===== src/rtl/if_id_stage.sv =====
// rtl/if_id_stage.sv - PC, instruction fetch and IF/ID latch with load-use hazard detection
module if_id_stage #(
   parameter logic [31:0] PC_RESET = 32'h0000_3000
) (
   input  logic        clk,
   input  logic        rst_n,
   output logic [31:0] imem_addr,
   input  logic [31:0] imem_rdata,
   input  logic        redirect,
   input  logic [31:0] redirect_pc,
   input  logic        ext_stall,
   input  logic        ex_mem2r,
   input  logic        ex_regw,
   input  logic [4:0]  ex_wreg,
   output logic [31:0] id_instr,
   output logic [31:0] id_pc4,
   output logic        id_valid,
   output logic [5:0]  OpCode,
   output logic [5:0]  funct,
   output logic        nop,
   output logic [15:0] stall_cnt
);

   logic [31:0] pc;
   logic [31:0] pc_plus4;
   logic [4:0]  id_rs;
   logic [4:0]  id_rt;
   logic        rt_used;
   logic        rs_hit;
   logic        rt_hit;
   logic        load_use;
   logic        stall;

   assign pc_plus4  = pc + 32'd4;
   assign imem_addr = pc;

   assign OpCode = id_instr[31:26];
   assign funct  = id_instr[5:0];
   assign id_rs  = id_instr[25:21];
   assign id_rt  = id_instr[20:16];

   // R-type, beq, bne and sw read rt; everything else only reads rs
   always_comb begin
      rt_used = 1'b0;
      case (OpCode)
         6'b000000, 6'b000100, 6'b000101, 6'b101011: rt_used = 1'b1;
         default:                                    rt_used = 1'b0;
      endcase
   end

   assign rs_hit   = (ex_wreg == id_rs);
   assign rt_hit   = rt_used && (ex_wreg == id_rt);
   assign load_use = id_valid && ex_mem2r && ex_regw && (ex_wreg != 5'd0) && (rs_hit || rt_hit);
   assign stall    = ext_stall || load_use;
   assign nop      = !id_valid || load_use;

   // Redirect wins over any stall, so a stall only counts when no redirect is taken
   always_ff @(posedge clk or negedge rst_n) begin
      if (!rst_n) begin
         pc        <= PC_RESET;
         id_instr  <= 32'd0;
         id_pc4    <= 32'd0;
         id_valid  <= 1'b0;
         stall_cnt <= 16'd0;
      end else if (redirect) begin
         pc       <= {redirect_pc[31:2], 2'b00};
         id_instr <= 32'd0;
         id_valid <= 1'b0;
      end else if (stall) begin
         if (stall_cnt != 16'hFFFF) begin
            stall_cnt <= stall_cnt + 16'd1;
         end
      end else begin
         pc       <= pc_plus4;
         id_instr <= imem_rdata;
         id_pc4   <= pc_plus4;
         id_valid <= 1'b1;
      end
   end

endmodule


===== config.mk =====
export PLATFORM = sky130hd
export DESIGN_NAME = if_id_stage
export DESIGN_NICKNAME = d
export VERILOG_FILES = /design/src/rtl/if_id_stage.sv
export SDC_FILE = /design/constraint.sdc
export NUM_CORES = 1
export LEC_CHECK = 0
export BUFFER_PORTS_ARGS = -buffer_cell sky130_fd_sc_hd__buf_2
export CAP_MARGIN = 0
export CORE_UTILIZATION = 54
export CTS_CLUSTER_DIAMETER = 200
export CTS_CLUSTER_SIZE = 24
export DETAILED_ROUTE_END_ITERATION = 8
export GPL_TIMING_DRIVEN = 0
export PLACE_DENSITY = 0.9
export SLEW_MARGIN = 25
export SYNTH_ARGS = -nofsm -noshare
export SYNTH_HDL_FRONTEND = slang
export SYNTH_SLANG_ARGS = --single-unit

===== constraint.sdc =====
create_clock -name clk -period 3.1 [get_ports clk]
set_input_delay 0.31 -clock clk [delete_from_list [all_inputs] [get_ports clk]]
set_output_delay 0.31 -clock clk [all_outputs]
set_load 0.03 [all_outputs]

After elaboration in Yosys (flattened, before gate mapping)
Index checks and enable logic that the tools add are counted.

word-level totals
  bits of input ports = 75
  memory bits (writable) = 0
  bits in latches = 0
  output and inout bits = 126
  memories kept = 0
  bits in registers = 113
  memory bits (read-only) = 0
  logic and storage cells = 37

cells by class
  magnitude comparators = 0
  div/mod/pow operators = 0
  bitwise gates (word level) = 2
  equal/unequal tests = 7
  reductions and logical operators = 14
  multipliers = 0
  shift operators = 0
  multiplexer cells = 7
  add/sub/neg operators = 2

operator list
  operator                 number
  $mux W32                 4
  $add A32 B3 Y32 const B  1
  $add A16 B1 Y16 const B  1
  $ne A16 B16 Y1 const B   1
  $eq A6 B3 Y1 const B     2
  $eq A5 B5 Y1             2
  $eq A6 B6 Y1 const B     1
  $logic_not A6 Y1         1
  $logic_and A1 B1 Y1      5
  $reduce_bool A5 Y1       1
  $reduce_or A4 Y1         1
  $logic_or A1 B1 Y1       3
  $mux W1                  3
  $reduce_and A3 Y1        1
  $ne A2 B2 Y1 const B     1
  $not A1 Y1               2
  $reduce_and A2 Y1        1
  $logic_not A1 Y1         1

Logic depth before layout (Yosys ltp)
Gate-level depths: netlist of the first run.

  word-level depth = 9
  depth in mapped cells = 8
  depth with buffers taken out = 7

Worst setup path before layout of the first run
OpenSTA, ideal clock, no wires.

  path type = register to output
  from = register id_instr[27]
  to = output nop
  setup slack = 0.912 ns
  data arrival time = 1.878 ns
  data required time = 2.790 ns
  path buffers = 2
  cell stages (with the launch flop) = 7
  cells stage by stage = dfrtp_1 -> or3_1 -> mux2i_1 -> and4_4 -> buf_6 -> buf_2 -> or3_1

between the ends
  word-level cells in the longest chain between the ends = 7
  elaborated cells on any way between the ends = 10
  those cells by class = 3 x eq/ne; 1 x mux; 6 x reduce/logical

RTL lines
  what                                        RTL line  RTL
  from (decl)                                 15        output logic [31:0] id_instr,
  from (signal assigned)                      75        id_instr <= imem_rdata;
  $eq A6 B3 Y1, or another cell as far along  45        case (OpCode)
  $reduce_or A4 Y1 *                          45
  $mux W1 *                                   45
  $logic_and A1 B1 Y1 *                       52        assign rt_hit = rt_used && (ex_wreg == id_rt);
  $logic_or A1 B1 Y1 *                        53        assign load_use = id_valid && ex_mem2r && ex_regw && (ex_wreg != 5'd0) && (rs_hit || rt_hit);
  $logic_and A1 B1 Y1 *                       53
  $logic_or A1 B1 Y1 *                        55        assign nop = !id_valid || load_use;
  to (decl)                                   20        output logic nop,

Every way passes the cells marked *; elsewhere a longest branch is shown, timed or not.

Final worst setup path of the first run
Same ends and word-level chain as after synthesis.

==> results.ini, run 1 <==
[run_status]
outcome = completed

[cts]
cts_tree = yes
htreeDepth = 3
cts_max_path_buffers = 2
clk_pin_slew_ps = 100
clock_latency_ps = 370
clock_sinks = 109
cts_setup_buffers = 0
ctsResizeCount = 0
cts_made_buffers = 9
root_buffer = clkbuf_8

[synth]
yosysTopAreaCell = dfrtp_1
synth_seq_cells = 109
yosysUniqueCellTypes = 50
syn_avg_cell_area_um2 = 10.30
synthCells = 536
synth_top_flop_cell = dfrtp_1
seq_area_frac_synth_pct = 49.47
async_flop_share_pct = 100.0
yosysWarnings = 0
synth_top_area_share_pct = 48.52
yosys-top-cells-area = dfrtp_1 49%, xnor2_1 6.2%, xor2_1 6.0%
synth_edf_count = 0
syn_area_mm2 = 0.005519

[pwr]
p_leak_nw = 3.334
peakVddDrop_mv = 0.4588
p_per_area_mw_per_mm2 = 532.5

[floorplan]
io_pins = 201
start_util_pct = 56.21
die_w_um = 103.1
core_area_mm2 = 0.009819
die_y_um = 103.1
die_area_mm2 = 0.01063
placementRows = 36

[route]
route.detailed.drc = 0
postRouteAntennaNets = 0
drt_pass1_iterations = 7
drt-total-wl_um = 14910
wl_per_cell_um = 16.87
vias = 5009
drt-initial-drc-count = 224
via_per_inst = 5.666

[worst_hold_path]
min_path_type = input pin to flop
hold_start = redirect_pc[24]

[timing]
fmax_mhz = 362.7
worst_slew_pin_slew_ps = 665.0
slew_viol_final = 0
finalWorstSetupSlack_ps = 342.9
setup_viol = 0
post-route-min-period_ps = 2757
setup_tns_ps = 0
period_share_pct = 88.94
timing_hold_violations_final = 0
slew_headroom_pct = 55.26
rsz0062_at_grt = false
skew_ps = 10.19

[global_routing]
grt_pass1_wl_um = 22940
grt_start_max_net_pins = 80
grt_use_total_pct = 28.64
antenna_found_initial = 0
grt_overflow = 0
grt_pass1_vias = 4688

[placed_design]
pre_cts_slack_ps = 678.6
place.port_buffers = 194
gp_congestion = 0.9301
dp_hpwl_um = 11090

[setup_path]
path_cells = or3_1, mux2i_1, and4_4, buf_6, buf_2, or3_1, buf_2
crit_required_ps = 2790
worst_path_max_delay_cell = dfrtp_1
cp-start-kind = flop
arrival_ps = 2450
cpPeakStageDelay_ps = 460
startpoint = id_instr[27]$_DFFE_PN0P_
worst_setup_path_end_kind = output port
worstReg2RegStart = id_instr[27]$_DFFE_PN0P_
criticalPathCategory = flop to output port
critPathMaxFanout = 10

[finish]
layout-drive-gt1-share_pct = 35.55
nets = 823
syn_to_final_growth_pct = 25.41
fill_cells = 763
n_antenna_cell = 0

[flow_run]
cap_viol_max_count = 0

==> synth_stat cells (all sizes together), types with 2 or more instances <==
master / count
or3: 4
nor4: 28
and2: 2
a22o: 32
mux2i: 3
o31ai: 2
clkbuf: 15
nand4: 13
and4: 5
a31oi: 3
and3: 8
mux2: 3
o21ai: 28
nand3: 20
a21oi: 31
dfrtp: 107
dfstp: 2
nand3b: 2
nor2: 43
inv: 7
nor4b: 6
nand2: 38
nand2b: 4
xnor2: 39
ha: 2
xor2: 38
buf: 33
nor3: 9
==> cell type report <==
class / count / area, um2 / share of cell area (%)
Sequential cell: 109 / 2730 / 39.44
Buffer: 48 / 281.5 / 4.067
Clock buffer: 12 / 165.2 / 2.386
Tap cell: 133 / 166.4 / 2.404
Timing Repair Buffer: 196 / 1015 / 14.66
Multi-Input combinational cell: 375 / 2492 / 36.01
Inverter: 7 / 26.28 / 0.3796
Clock inverter: 4 / 45.04 / 0.6508
==> placed cells by master, fill, tap and decap left out, types with 4 or more instances in the layout <==
cell	count
buf_2	205
dfrtp_1	107
nor2_1	42
xnor2_1	39
xor2_1	38
nand2_1	38
a22o_1	32
a21oi_1	31
o21ai_0	27
nor4_1	22
nand3_1	18
buf_4	17
clkbuf_1	15
nand4_1	12
clkbuf_8	12
and3_1	8
inv_1	7
nor3_1	6
nor4_2	6
nor4b_1	5
buf_6	4
nand2b_1	4
conb_1	4
==> per-stage QoR <==
step / hold slack, ps / instances / util (%) / power [mW] / cell area (um2)
final: 137.5 / 884 / 70.49 / 3.686 / 6922
after global routing: 135.5 / 884 / 70.49 / 3.850 / 6922
after CTS: 129.9 / 884 / 70.49 / 3.699 / 6922
after detailed placement: 203.0 / 867 / 68.25 / 2.800 / 6701
after global placement: 477.4 / 866 / 67.90 / 2.761 / 6668
after floorplan: 14.41 / 539 / - / 2.423 / 5530
==> what timing repair did <==
item,in CTS,in global routing
endpoints found under the hold margin,30,0
endpoints found under the setup margin,0,0
hold buffers,1,0
==> routing by layer <==
metal / share of wire, % / global-route usage, % / wire length (um) / up-vias
met1: 40 / 36.81 / 6015 / 2417
met5: 0 / 0 / 0 / -
li1: - / - / - / 2296
met4: 2.5 / 11.27 / 380 / 0
met2: 49 / 48.56 / 7347 / 263
met3: 7.8 / 4.746 / 1168 / 33
==> critical path: cells and delay by family (launching register included) <==
family / cells / cell delay [ps]
AND/OR/NAND/NOR: 3 / 810
buffers and inverters: 3 / 600
flip-flops: 1 / 460
multiplexers: 1 / 210
==> power breakdown <==
part	internal, mW	switching (mW)	leakage, nW
logic	0.340	0.668	1.88
clock network	0.436	0.469	0.112
registers	1.59	0.185	1.34
==> flip-flops by register name, indices dropped and copies added, names as in the netlist <==
name and flops:
id_pc4 30, id_instr 32, imem_addr 30, stall_cnt 16, id_valid 1
==> path summary, 6_finish.rpt <==
kind / depth (start not counted) / slack (ps) / end
worst max-delay path: 7 / 340 / nop
worst min-delay path: 3 / 140 / imem_addr[24]$_DFFE_PN0P_
worst max register to register: 7 / 670 / id_instr[20]$_DFFE_PN0P_
worst min register to register: 1 / 500 / stall_cnt[10]$_DFFE_PN0P_
max in group asynchronous: 3 / 2040 / stall_cnt[5]$_DFFE_PN0P_
min in group asynchronous: 2 / 370 / id_pc4[9]$_DFFE_PN0P_
==> cell families after synthesis <==
group,share of synthesized area [%]
and+or+nand+nor,19.68
DFF,49.47
AOI/OAI and AO/OA,11.38
xor gates and xnor gates,12.22
buffers and inverters,5.577
muxes,1.156
adders and majority gates,0.4533
other,0.06795
(Power assumes the default switching activity.)
==> run 2, diff against run 1 <==
Settings changed: CORE_UTILIZATION 54 to 45, PLACE_DENSITY 0.9 to 0.78.
==> run 2 against run 1 <==
Compared with the run above: sequential power barely moved; sequential share of layout area fell by 0.51 points; first-iteration DRC count fell by 9.4%; critical path depth did not move; via count fell by 2.2%; largest power group unchanged.
==> results.ini, run 2 (same netlist as run 1, synthesis figures left out) <==
[cts]
htreeDepth = 3  ; unchanged
cts_made_buffers = 9  ; unchanged
clock_latency_ps = 350  ; -20 ps
clock_sinks = 109  ; unchanged
cts_tree = yes
clk_pin_slew_ps = 70  ; -30 ps
ctsResizeCount = 0  ; unchanged
cts_max_path_buffers = 2  ; unchanged
cts_setup_buffers = 0  ; unchanged
root_buffer = clkbuf_16

[worst_hold_path]
hold_start = redirect_pc[2]
hold_depth = 3  ; unchanged
min_path_type = input pin to flop
min_to = imem_addr[2]$_DFFE_PN0P_

[pwr]
p_per_area_mw_per_mm2 = 555.7  ; +4.4%
p_leak_nw = 3.362  ; +0.83%
peakVddDrop_mv = 0.3677  ; -20%

[finish]
largest_reg_flops = 32  ; unchanged
syn_to_final_growth_pct = 27.05
nets = 823  ; unchanged
multi_input_area_mm2 = 0.002492  ; unchanged
n_antenna_cell = 0  ; unchanged
final_common_cell = buf_2
seq_area_mm2 = 0.002730  ; unchanged
fill_cells = 1040  ; +36%
layout-drive-gt1-share_pct = 35.15  ; -0.40 points
layout_common_cells = 205 x buf_2, 107 x dfrtp_1, 42 x nor2_1
regMostFlops = id_instr

[timing]
skew_ps = 10.33  ; +0.1392 ps
post-route-min-period_ps = 2705  ; -51.94 ps
fmax_mhz = 369.7  ; +1.9%
period_share_pct = 87.26  ; -1.7 points
worst_slew_pin_slew_ps = 665.3  ; +0.2548 ps
finalWorstSetupSlack_ps = 394.8  ; +51.94 ps
setup_tns_ps = 0  ; unchanged
setup_viol = 0  ; unchanged
timing_hold_violations_final = 0  ; unchanged
slew_viol_final = 0  ; unchanged
slew_headroom_pct = 55.18  ; -0.077 points
rsz0062_at_grt = false

[global_routing]
antenna_found_initial = 0  ; unchanged
grt_overflow = 0  ; unchanged
grt_pass1_wl_um = 24610  ; +7.2%
grt_start_max_net_pins = 63  ; -21%
grt_pass1_vias = 4981  ; +6.3%
grt_use_total_pct = 24.89  ; -3.7 points

[route]
via_per_inst = 5.453  ; -3.8%
postRouteAntennaNets = 0  ; unchanged
drt_pass1_iterations = 4  ; -3
wl_per_cell_um = 17.20  ; +1.9%
drt-initial-drc-count = 203  ; -9.4%
route.detailed.drc = 0  ; unchanged
vias = 4897  ; -2.2%
drt-total-wl_um = 15440  ; +3.6%

[setup_path]
criticalPathCategory = flop to output port
cpPeakStageDelay_ps = 420  ; -40 ps
critPathMaxFanout = 10  ; unchanged
reg2reg_depth = 7  ; unchanged
path_cells = or3_1, mux2i_1, and4_4, buf_6, buf_2, or3_1, buf_2
r2r-end = id_pc4[5]$_DFFE_PN0P_
worst_path_max_delay_cell = dfrtp_1
rrSetupSlack_ps = 700  ; +30 ps
cp-start-kind = flop
worst_setup_path_end_kind = output port
crit_required_ps = 2790  ; about the same
arrival_ps = 2400  ; -50 ps
worstReg2RegStart = id_instr[28]$_DFFE_PN0P_

[floorplan]
core_area_mm2 = 0.01196  ; +22%
io_pins = 201  ; unchanged
start_util_pct = 46.14  ; -10 points
placementRows = 40  ; +11%
die_y_um = 112.7  ; +9.4%
die_area_mm2 = 0.01271  ; +20%
die_w_um = 112.7  ; +9.4%

[placed_design]
place.port_buffers = 194  ; unchanged
pre_cts_slack_ps = 674.9  ; -3.650 ps
dp_hpwl_um = 11410  ; +2.9%
gp_congestion = 0.8234  ; -11%

[flow_run]
cap_viol_max_count = 0  ; unchanged

[run_status]
outcome = completed

[run 2: worst max-delay path by stage]
stage	startpoint	endpoint	slack, ps	cells after the start
floorplan	id_instr[27]$_DFFE_PN0P_	nop	910	6
global route	id_instr[27]$_DFFE_PN0P_	nop	280	7
finish	id_instr[27]$_DFFE_PN0P_	nop	390	7
global placement	rst_n	id_instr[10]$_DFFE_PN0P_	540	1
detailed placement	id_instr[28]$_DFFE_PN0P_	id_pc4[5]$_DFFE_PN0P_	670	7
CTS	id_instr[27]$_DFFE_PN0P_	nop	360	7
[run 2: critical path: cells and delay by family, from the launching register on]
family	cells	cell delay, ps
flops	1	420
simple gates	3	820
buf+inv	3	600
mux	1	210
[run 2: final cells by class]
cell class	instances	area share, %
multi-input combinational	375	35.55
tap	147	2.623
timing repair buffer	196	14.47
buffer	48	4.015
clock buffer	15	3.961
inverter	7	0.3747
clock inverter	1	0.07138
sequential	109	38.94
[run 2: metal layers]
metal / part of all wire, % / global-route usage (%) / vias to the layer above
li1: - / - / 2297
met2: 49 / 43.33 / 216
met5: 0 / 0 / -
met1: 42 / 31.27 / 2368
met3: 7.4 / 4.928 / 16
met4: 1.5 / 7.733 / 0
[run 2: power by group]
part           internal, mW  leakage (nW)  switching [mW]
Combinational         0.341          1.88           0.677
Sequential             1.59          1.34           0.176
Clock                 0.612         0.140           0.501
Total                  2.54          3.36            1.35
[run 2: what timing repair did]
| action | in CTS | in global routing |
|---|---|---|
| setup endpoints to repair | 0 | 0 |
| endpoints found under the hold margin | 46 | 0 |
| hold buffers | 1 | 0 |
[run 2: stage by stage]
stage          area, um2  utilization [%]  power, mW  hold slack (ps)  cells
2_1_floorplan       5530                -      2.423            14.41    539
3_3_place_gp        6685            55.89      2.771            476.3    880
3_5_place_dp        6719            56.17      2.804            279.0    881
4_1_cts             7012            58.62      3.915            173.4    898
5_1_grt             7012            58.62      4.064            177.2    898
6_report            7012            58.62      3.896            180.3    898
